--- config.mk ---
export PLATFORM = sky130hd
export DESIGN_NAME = pdm_capture_controller
export DESIGN_NICKNAME = d
export VERILOG_FILES = /design/src/rtl/pdm_capture_controller.sv
export SDC_FILE = /design/constraint.sdc
export NUM_CORES = 1
export LEC_CHECK = 0
export BUFFER_PORTS_ARGS = -buffer_cell sky130_fd_sc_hd__buf_4
export CAP_MARGIN = 20
export CORE_MARGIN = 2
export CORE_UTILIZATION = 45
export CTS_CLUSTER_DIAMETER = 30
export CTS_CLUSTER_SIZE = 16
export DETAILED_ROUTE_END_ITERATION = 8
export PLACE_DENSITY = 0.69
export SYNTH_ARGS = -nofsm -noshare
export SYNTH_HDL_FRONTEND = slang
export SYNTH_SLANG_ARGS = --single-unit
--- constraint.sdc ---
create_clock -name clk_i -period 6.6 [get_ports clk_i]
set_clock_uncertainty 0.2 [all_clocks]
set_input_delay 0.99 -clock clk_i [delete_from_list [all_inputs] [get_ports clk_i]]
set_output_delay 0.99 -clock clk_i [all_outputs]
set_load 0.05 [all_outputs]
--- src/rtl/pdm_capture_controller.sv ---
// PDM capture sequencer: generates the microphone bit clock, samples the shared
// PDM data line, drives the CIC filter strobes/reset/decimation factor and masks
// filter warm-up output.
// Build option: define PDM_STEREO_EN for stereo capture (left on the falling
// clock edge, right on the rising edge). Without it the right channel is
// removed and left is sampled on the rising edge (mono microphone, L/R strapped low).
module pdm_capture_controller #(
    parameter int unsigned CLK_DIV_WIDTH  = 16,
    parameter int unsigned FLUSH_CYCLES   = 8,
    parameter int unsigned WARMUP_SAMPLES = 4
) (
    input  logic                     clk_i,
    input  logic                     rst_i,
    input  logic                     enable_i,
    input  logic                     apply_i,
    input  logic [CLK_DIV_WIDTH-1:0] half_period_i,
    input  logic [31:0]              decimation_i,
    input  logic                     pdm_data_i,
    output logic                     pdm_clk_o,
    output logic                     left_pdm_o,
    output logic                     right_pdm_o,
    output logic                     left_valid_o,
    output logic                     right_valid_o,
    output logic                     reset_filter_o,
    output logic [31:0]              decimator_factor_o,
    input  logic                     filter_valid_i,
    output logic                     output_enable_o,
    output logic                     invalid_o,
    output logic                     busy_o
);

    localparam int unsigned FlushW = (FLUSH_CYCLES > 1) ? $clog2(FLUSH_CYCLES) : 1;
    localparam int unsigned WarmW  = (WARMUP_SAMPLES > 1) ? $clog2(WARMUP_SAMPLES) : 1;

    localparam logic [FlushW-1:0]        FlushLast = FlushW'(FLUSH_CYCLES - 1);
    localparam logic [WarmW-1:0]         WarmLast  = WarmW'(WARMUP_SAMPLES - 1);
    localparam logic [CLK_DIV_WIDTH-1:0] HalfMin   = CLK_DIV_WIDTH'(2);
    localparam logic [CLK_DIV_WIDTH-1:0] HalfRst   = CLK_DIV_WIDTH'(32);

    typedef enum logic [1:0] {
        StIdle,
        StFlush,
        StWarmup,
        StRun
    } state_e;

    state_e                     r_state;
    state_e                     w_state_next;
    logic [FlushW-1:0]          r_flush_cnt;
    logic [WarmW-1:0]           r_warm_cnt;
    logic [CLK_DIV_WIDTH-1:0]   r_div_cnt;
    logic [CLK_DIV_WIDTH-1:0]   r_half_period;
    logic [31:0]                r_decim;
    logic                       r_pdm_clk;
    logic                       r_left_pdm;
    logic                       r_left_valid;
    logic                       r_out_en;
    logic                       r_invalid;

    logic                       w_apply_ok;
    logic                       w_apply_bad;
    logic                       w_running;
    logic                       w_run_next;
    logic                       w_tick;
    logic                       w_left_edge;
    logic [CLK_DIV_WIDTH-1:0]   w_div_last;

    assign w_apply_ok  = apply_i && (decimation_i != 32'd0);
    assign w_apply_bad = apply_i && (decimation_i == 32'd0);
    assign w_running   = (r_state == StWarmup) || (r_state == StRun);
    assign w_run_next  = (w_state_next == StWarmup) || (w_state_next == StRun);
    assign w_div_last  = r_half_period - CLK_DIV_WIDTH'(1);
    // Only tick while staying in a clocked state, so disable/re-flush stop strobes at once.
    assign w_tick      = w_running && w_run_next && (r_div_cnt == w_div_last);

    // FSM state register
    always_ff @(posedge clk_i or posedge rst_i) begin
        if (rst_i) begin
            r_state <= StIdle;
        end else begin
            r_state <= w_state_next;
        end
    end

    // FSM next-state logic; a dropped enable overrides everything, including apply
    always_comb begin
        w_state_next = r_state;
        if (!enable_i) begin
            w_state_next = StIdle;
        end else begin
            case (r_state)
                StIdle: begin
                    w_state_next = StFlush;
                end
                StFlush: begin
                    if (w_apply_ok) begin
                        w_state_next = StFlush;
                    end else if (r_flush_cnt == FlushLast) begin
                        w_state_next = StWarmup;
                    end
                end
                StWarmup: begin
                    if (w_apply_ok) begin
                        w_state_next = StFlush;
                    end else if (filter_valid_i && (r_warm_cnt == WarmLast)) begin
                        w_state_next = StRun;
                    end
                end
                StRun: begin
                    if (w_apply_ok) begin
                        w_state_next = StFlush;
                    end
                end
                default: begin
                    w_state_next = StIdle;
                end
            endcase
        end
    end

    // FSM state-decoded outputs
    always_comb begin
        reset_filter_o = (r_state == StIdle) || (r_state == StFlush);
        busy_o         = (r_state == StFlush) || (r_state == StWarmup);
    end

    // Flush and warm-up counters; both restart whenever their state is (re)entered
    always_ff @(posedge clk_i or posedge rst_i) begin
        if (rst_i) begin
            r_flush_cnt <= '0;
            r_warm_cnt  <= '0;
        end else begin
            if ((r_state == StFlush) && (w_state_next == StFlush) && !w_apply_ok) begin
                r_flush_cnt <= r_flush_cnt + FlushW'(1);
            end else begin
                r_flush_cnt <= '0;
            end
            if ((r_state == StWarmup) && (w_state_next == StWarmup)) begin
                if (filter_valid_i) begin
                    r_warm_cnt <= r_warm_cnt + WarmW'(1);
                end
            end else begin
                r_warm_cnt <= '0;
            end
        end
    end

    // Configuration latch; a zero decimation rejects the whole apply
    always_ff @(posedge clk_i or posedge rst_i) begin
        if (rst_i) begin
            r_decim       <= 32'd64;
            r_half_period <= HalfRst;
            r_invalid     <= 1'b0;
        end else begin
            r_invalid <= w_apply_bad;
            if (w_apply_ok) begin
                r_decim       <= decimation_i;
                r_half_period <= (half_period_i < HalfMin) ? HalfMin : half_period_i;
            end
        end
    end

    // Half-period divider and PDM bit clock; held at zero/low outside WARMUP and RUN
    always_ff @(posedge clk_i or posedge rst_i) begin
        if (rst_i) begin
            r_div_cnt <= '0;
            r_pdm_clk <= 1'b0;
        end else begin
            if (w_running && w_run_next && !w_tick) begin
                r_div_cnt <= r_div_cnt + CLK_DIV_WIDTH'(1);
            end else begin
                r_div_cnt <= '0;
            end
            if (!w_run_next) begin
                r_pdm_clk <= 1'b0;
            end else if (w_tick) begin
                r_pdm_clk <= ~r_pdm_clk;
            end
        end
    end

`ifdef PDM_STEREO_EN
    logic r_right_pdm;
    logic r_right_valid;
    logic w_right_edge;

    assign w_left_edge  = w_tick && r_pdm_clk;
    assign w_right_edge = w_tick && !r_pdm_clk;

    // Right channel capture on the rising clock transition
    always_ff @(posedge clk_i or posedge rst_i) begin
        if (rst_i) begin
            r_right_pdm   <= 1'b0;
            r_right_valid <= 1'b0;
        end else begin
            r_right_valid <= w_right_edge;
            if (w_right_edge) begin
                r_right_pdm <= pdm_data_i;
            end
        end
    end

    assign right_pdm_o   = r_right_pdm;
    assign right_valid_o = r_right_valid;
`else
    // Mono microphone drives data during the low phase, so capture on the rising transition
    assign w_left_edge   = w_tick && !r_pdm_clk;
    assign right_pdm_o   = 1'b0;
    assign right_valid_o = 1'b0;
`endif

    // Left channel capture and registered RUN gate for the post-processor
    always_ff @(posedge clk_i or posedge rst_i) begin
        if (rst_i) begin
            r_left_pdm   <= 1'b0;
            r_left_valid <= 1'b0;
            r_out_en     <= 1'b0;
        end else begin
            r_left_valid <= w_left_edge;
            if (w_left_edge) begin
                r_left_pdm <= pdm_data_i;
            end
            r_out_en <= (w_state_next == StRun);
        end
    end

    assign pdm_clk_o          = r_pdm_clk;
    assign left_pdm_o         = r_left_pdm;
    assign left_valid_o       = r_left_valid;
    assign decimator_factor_o = r_decim;
    assign output_enable_o    = r_out_en;
    assign invalid_o          = r_invalid;

endmodule

* Word-level counts from Yosys, hierarchy flattened
Cells that the tools add are included.
** Cells by class
- Magnitude comparators :: 1
- Equality and inequality tests :: 11
- Reduce and logical (&&, ||, !) cells :: 20
- Bitwise operators :: 1
- Muxes and demuxes :: 14
- $add $sub $neg :: 4
** Operators with widths (count)
- 32-bit logical NOT :: 1
- 16-bit two-way mux :: 2
- 32-bit nonzero test :: 1
- 16-bit by 1-bit adder with 16-bit output, second input constant :: 1
- 16-bit == test :: 1
- 16-bit by 2-bit < comparator with 1-bit output, second input constant :: 1
- 2-bit two-way mux :: 8
- 16-bit by 1-bit subtractor with 16-bit output, second input constant :: 1
- 2-bit == test, second input constant :: 5
- 1-bit logical AND :: 10
- 2-bit one-hot mux with 4 select lines :: 1
- 2-bit by 1-bit == test with 1-bit output, second input constant :: 2
- 1-bit logical OR :: 4
- 3-bit by 1-bit adder with 3-bit output, second input constant :: 1
- 3-bit == test, second input constant :: 1
- 1-bit logical NOT :: 3
- 3-bit two-way mux :: 1
- 2-bit by 1-bit adder with 2-bit output, second input constant :: 1
- 2-bit logical NOT :: 1
- 1-bit two-way mux :: 2
- 2-bit by 1-bit inequality test with 1-bit output, second input constant :: 1
- 2-bit inequality test, second input constant :: 1
- 1-bit NOT :: 1
** Word-level totals
- Word-level logic and storage cells :: 62
- Input bits :: 54
- Register bits :: 76

* Logic depth before layout (Yosys ltp)
- Depth after elaboration :: 13
- Gate-level depth with buffers :: 11
- Gate-level depth less buffers :: 8

* Least setup slack after synthesis
No wires, ideal clock.
- Path type :: input to register
- Start :: input port decimation_i[9]
- End :: register r_decim[0] (netlist: decimator_factor_o[0])
- Arrival :: 2.581 ns
- Cell stages on the path :: 6
- Setup slack :: 3.694 ns
- Setup time :: 0.125 ns
- Cell sequence :: nor4_1 nand4_1 o21ai_0 clkbuf_1 clkbuf_1 mux2_2
** Between the ends
- Longest elaborated chain between the ends :: 2
** Ends and longest elaborated chain
- start: declaration :: RTL line 17 : input logic [31:0] decimation_i,
- 32-bit nonzero test :: RTL line 68 : assign w_apply_ok = apply_i && (decimation_i != 32'd0);
- 1-bit logical AND :: RTL line 68
- end signal: assignment :: RTL line 157 : r_decim <= decimation_i;
- end: declaration :: RTL line 53 : logic [31:0] r_decim;
No other way between the ends.
A chain may end at the register's enable or synchronous reset.

* Worst setup path after layout
- Start :: register r_half_period[0]
- End :: register r_left_pdm (netlist: left_pdm_o)
** Between the ends
- Longest elaborated chain between the ends :: 4
** Ends and longest elaborated chain
- start: declaration :: RTL line 52 : logic [CLK_DIV_WIDTH-1:0] r_half_period;
- start signal: assignment :: RTL line 152 : r_half_period <= HalfRst;
- start signal: assignment :: RTL line 158 : r_half_period <= (half_period_i < HalfMin) ? HalfMin : half_period_i;
- 16-bit by 1-bit subtractor with 16-bit output :: RTL line 72 : assign w_div_last = r_half_period - CLK_DIV_WIDTH'(1);
- 16-bit == test :: RTL line 74 : assign w_tick = w_running && w_run_next && (r_div_cnt == w_div_last);
- 1-bit logical AND :: RTL line 74
- 1-bit logical AND :: RTL line 207 : assign w_left_edge = w_tick && !r_pdm_clk;
- end signal: assignment :: RTL line 221 : r_left_pdm <= pdm_data_i;
- end: declaration :: RTL line 55 : logic r_left_pdm;
No other way between the ends.

==> summary.txt <==
=================================================================================
Overall Global Routing Usage                                                0.194
Run status                                                           finished clean
Number of antenna violations at the first check in global routing               0
Total number of H-tree levels                                                   3
CTS resizes                                                                     0
Number of antenna repair diodes                                                 0
Class of the most critical hold timing path                          register to register
Arrival @ worst endpoint                                                  3240 ps
Power per Cell Area                                                   234 nW/um^2
Crit-path slowest cell                                                    nor3b_2
Cts bufs inserted                                                               9
Area of the core region                                                8720 sq um
Top cells by area, synth                                             dfrtp_1 (46%), mux2_2 (13%), xnor2_1 (4.5%)
WL final                                                             9060 microns
Synthesis Warnings                                                              0
Final critical-path share of the clock period                               0.487
First-pass iteration count of the detailed router                               4
Boundary pin count                                                             95
Worst skew pair latency                                                    340 ps
Post-CTS setup buffer count                                                     0
Fraction of registers with async set or reset after synthesis                1.00
Distinct cell type count after synthesis                                       58
Number of pins exceeding their max-slew limit in the final report               0
Net count of the finished layout                                              514
Final hold violation count                                                      0
HPWL reported at the end of detailed placement                       6780 microns
Largest stage delay on the critical path                                   480 ps
CTS clock-pin slew for the worst setup and hold paths                       90 ps
Global-route wire length before repair                               15400 microns
Port Buf Inserts                                                               92
Total via count in the routed design                                         3027
Residual overflow from global routing                                           0
Kind of cell with the highest combined delay on the critical path    simple AND/OR/NAND/NOR gates
Seq/Total Area, Yosys                                                       0.470
Via count of the first global-routing pass                                   3147
Die span in y                                                        98.9 microns
Area fraction of the dominant cell type after synthesis                     0.457
Setup TNS                                                                    0 ps
Routability congestion estimate                                             0.822
Chain of cells forming the critical path                             inv_1 -> ha_1 -> nor3b_2 -> nand3b_2 -> a221oi_2 -> o211ai_1 -> nor4_1 -> mux2_2
Slew headroom                                                               0.373
Startpoint type of the worst setup path                                  register
Cell area after technology mapping                                     4050 sq um
Post-DR wirelength/cell                                              16.1 microns
Overall die area                                                       9780 sq um
Max-cap check violation count                                                   0
Cells after synthesis                                                         362
Number of standard-cell rows in the floorplan                                  34
Post-Route Hold Slack                                                      311 ps
Setup-violating endpoint count in the final report                              0
CTS sink count                                                                 76
Worst Tran Pin Value                                                       940 ps
Critical Path End Type                                                   register
Synthesis-stage register bit count                                             76
Starting density of the core                                                0.464
ANT nets after route                                                            0
Number of remaining DRC errors                                                  0
Leakage power of the design                                               2.16 nW
Pin count of the biggest net entering global routing                           77
Worst Path Max Fanout                                                           8
Req. time, crit path                                                      6620 ps
Area leader, netlist                                                      dfrtp_1
Clk Tree Root Cell                                                       clkbuf_8
Count of flip-flops with a built-in enable after synthesis                      0
Floorplan die width                                                  98.9 microns
Fraction of layout cells with a size suffix above 1                         0.404
Post-synthesis area per instance                                       11.2 sq um
Setup repair after global routing missed its margin                            no
Worst ir drop on vdd                                                       141 uV
Vias per inst                                                                5.37
Min Clock Period, post-route                                              3210 ps
TritonCTS clock tree                                                        built
1st-iter DRT viols                                                            181
Max Clk Rate                                                              311 MHz
Maximum clock insertion buffer count                                            2
Area Overhead vs Synth                                                      24.5%
Top FF cell, synth                                                        dfrtp_1
Kind of critical path                                                register to register
Post-CTS Hold Fix Bufs                                                          0
Number of buffer and inverter instances along the worst setup path              1
=================================================================================
==> power by group <==
part | leakage, nW | switching, mW | internal [mW]
sequential | 0.950 | 0.0305 | 0.496
clock | 0.113 | 0.179 | 0.218
combinational | 1.10 | 0.155 | 0.101
total | 2.16 | 0.364 | 0.815
==> final cells by class <==
cell class	count	area, sq um
clock buffers	10	128
repair buffers	95	717
fillers	757	3680
well taps	108	135
flip-flops and latches	76	1900
inverters	11	41.3
multi-input cells	258	2020
clock inverters	6	97.6
==> cells by family (layout without fill, tap and decap cells) <==
logic type               Yosys count  after routing  share of synthesized area
AND/OR/NAND/NOR                  121            121                      0.172
AO/OA/AOI/OAI                     42             42                     0.0809
other                              1              2                   0.000926
flip-flops                        76             76                      0.470
adder cells (fa/ha/maj)            9              9                     0.0278
multiplexers                      50             50                      0.138
XOR/XNOR                          34             34                     0.0754
buffers and inverters             29            122                     0.0346
==> through the flow <==
step	utilization	cells	area (sq um)	setup WS [ps]	total power, mW
global route	0.578	564	5040	3120	1.24
CTS	0.577	563	5030	3060	1.19
global placement	0.551	547	4810	3200	0.786
finish	0.578	564	5040	3390	1.18
floorplan	-	363	4050	3470	0.705
detailed placement	0.551	547	4810	3070	0.792
==> cells in the final DEF, fill, tap and decap left out, types with 4 or more instances in the layout <==
| cell type | n |
|---|---|
| nor2_2 | 10 |
| inv_1 | 10 |
| nor2b_1 | 4 |
| nor4_1 | 15 |
| dfrtp_1 | 74 |
| nor3_1 | 9 |
| ha_1 | 9 |
| o211ai_1 | 4 |
| nand4_1 | 12 |
| clkbuf_8 | 9 |
| nand2_1 | 17 |
| buf_4 | 94 |
| xnor2_1 | 21 |
| mux2_2 | 48 |
| o21ai_0 | 4 |
| nand3_1 | 7 |
| a21oi_1 | 8 |
| xor2_1 | 12 |
| nand2b_1 | 4 |
| nor2_1 | 23 |
==> worst register-to-register path, cell delays in order (launching register included) <==
cell and delay [ps]:
dfrtp_1 460, inv_1 90, ha_1 320, nor3b_2 480, nand3b_2 130, a221oi_2 430, o211ai_1 190, nor4_1 400
mux2_2 380
==> state kept, by name (all words and copies together), names as in the netlist <==
name / flops
pdm_clk_o: 1
r_state: 2
r_half_period: 16
left_pdm_o: 1
decimator_factor_o: 32
r_warm_cnt: 2
r_flush_cnt: 3
invalid_o: 1
output_enable_o: 1
left_valid_o: 1
r_div_cnt: 16
==> synth_stat cells, types with 4 or more instances <==
| master | instances |
|---|---|
| nor4_1 | 15 |
| nor3_1 | 9 |
| nand2_1 | 17 |
| nand3_1 | 7 |
| o211ai_1 | 4 |
| nor2b_1 | 4 |
| a21oi_1 | 8 |
| clkbuf_1 | 11 |
| ha_1 | 9 |
| inv_1 | 11 |
| xor2_1 | 12 |
| xnor2_1 | 21 |
| o21ai_0 | 5 |
| nor2_2 | 10 |
| dfrtp_1 | 74 |
| nand2b_1 | 4 |
| nor2_1 | 23 |
| nand4_1 | 12 |
| mux2_2 | 48 |
==> path summary, 6_finish.rpt <==
kind,startpoint,end,slack [ps],depth (start not counted)
worst max-delay path,r_half_period[0]$_DFFE_PP0P_,left_pdm_o$_DFFE_PP0P_,3390,8
worst min-delay path,decimator_factor_o[24]$_DFFE_PP0P_,decimator_factor_o[24]$_DFFE_PP0P_,310,1
worst max register to register,r_half_period[0]$_DFFE_PP0P_,left_pdm_o$_DFFE_PP0P_,3390,8
worst min register to register,decimator_factor_o[24]$_DFFE_PP0P_,decimator_factor_o[24]$_DFFE_PP0P_,310,1
max in group asynchronous,rst_i,r_half_period[12]$_DFFE_PP0P_,4850,3
min in group asynchronous,rst_i,decimator_factor_o[12]$_DFFE_PP0P_,740,3
==> routing by layer <==
metal / routed length [microns] / up-vias / GRT usage / part of all wire
li1: - / 1473 / - / -
met1: 4110 / 1468 / 0.271 / 0.45
met2: 4380 / 75 / 0.302 / 0.48
met3: 496 / 11 / 0.0461 / 0.055
met4: 81 / 0 / 0.0569 / 0.0089
met5: 0 / - / 0 / 0
Power figures use the tool's default switching activity.
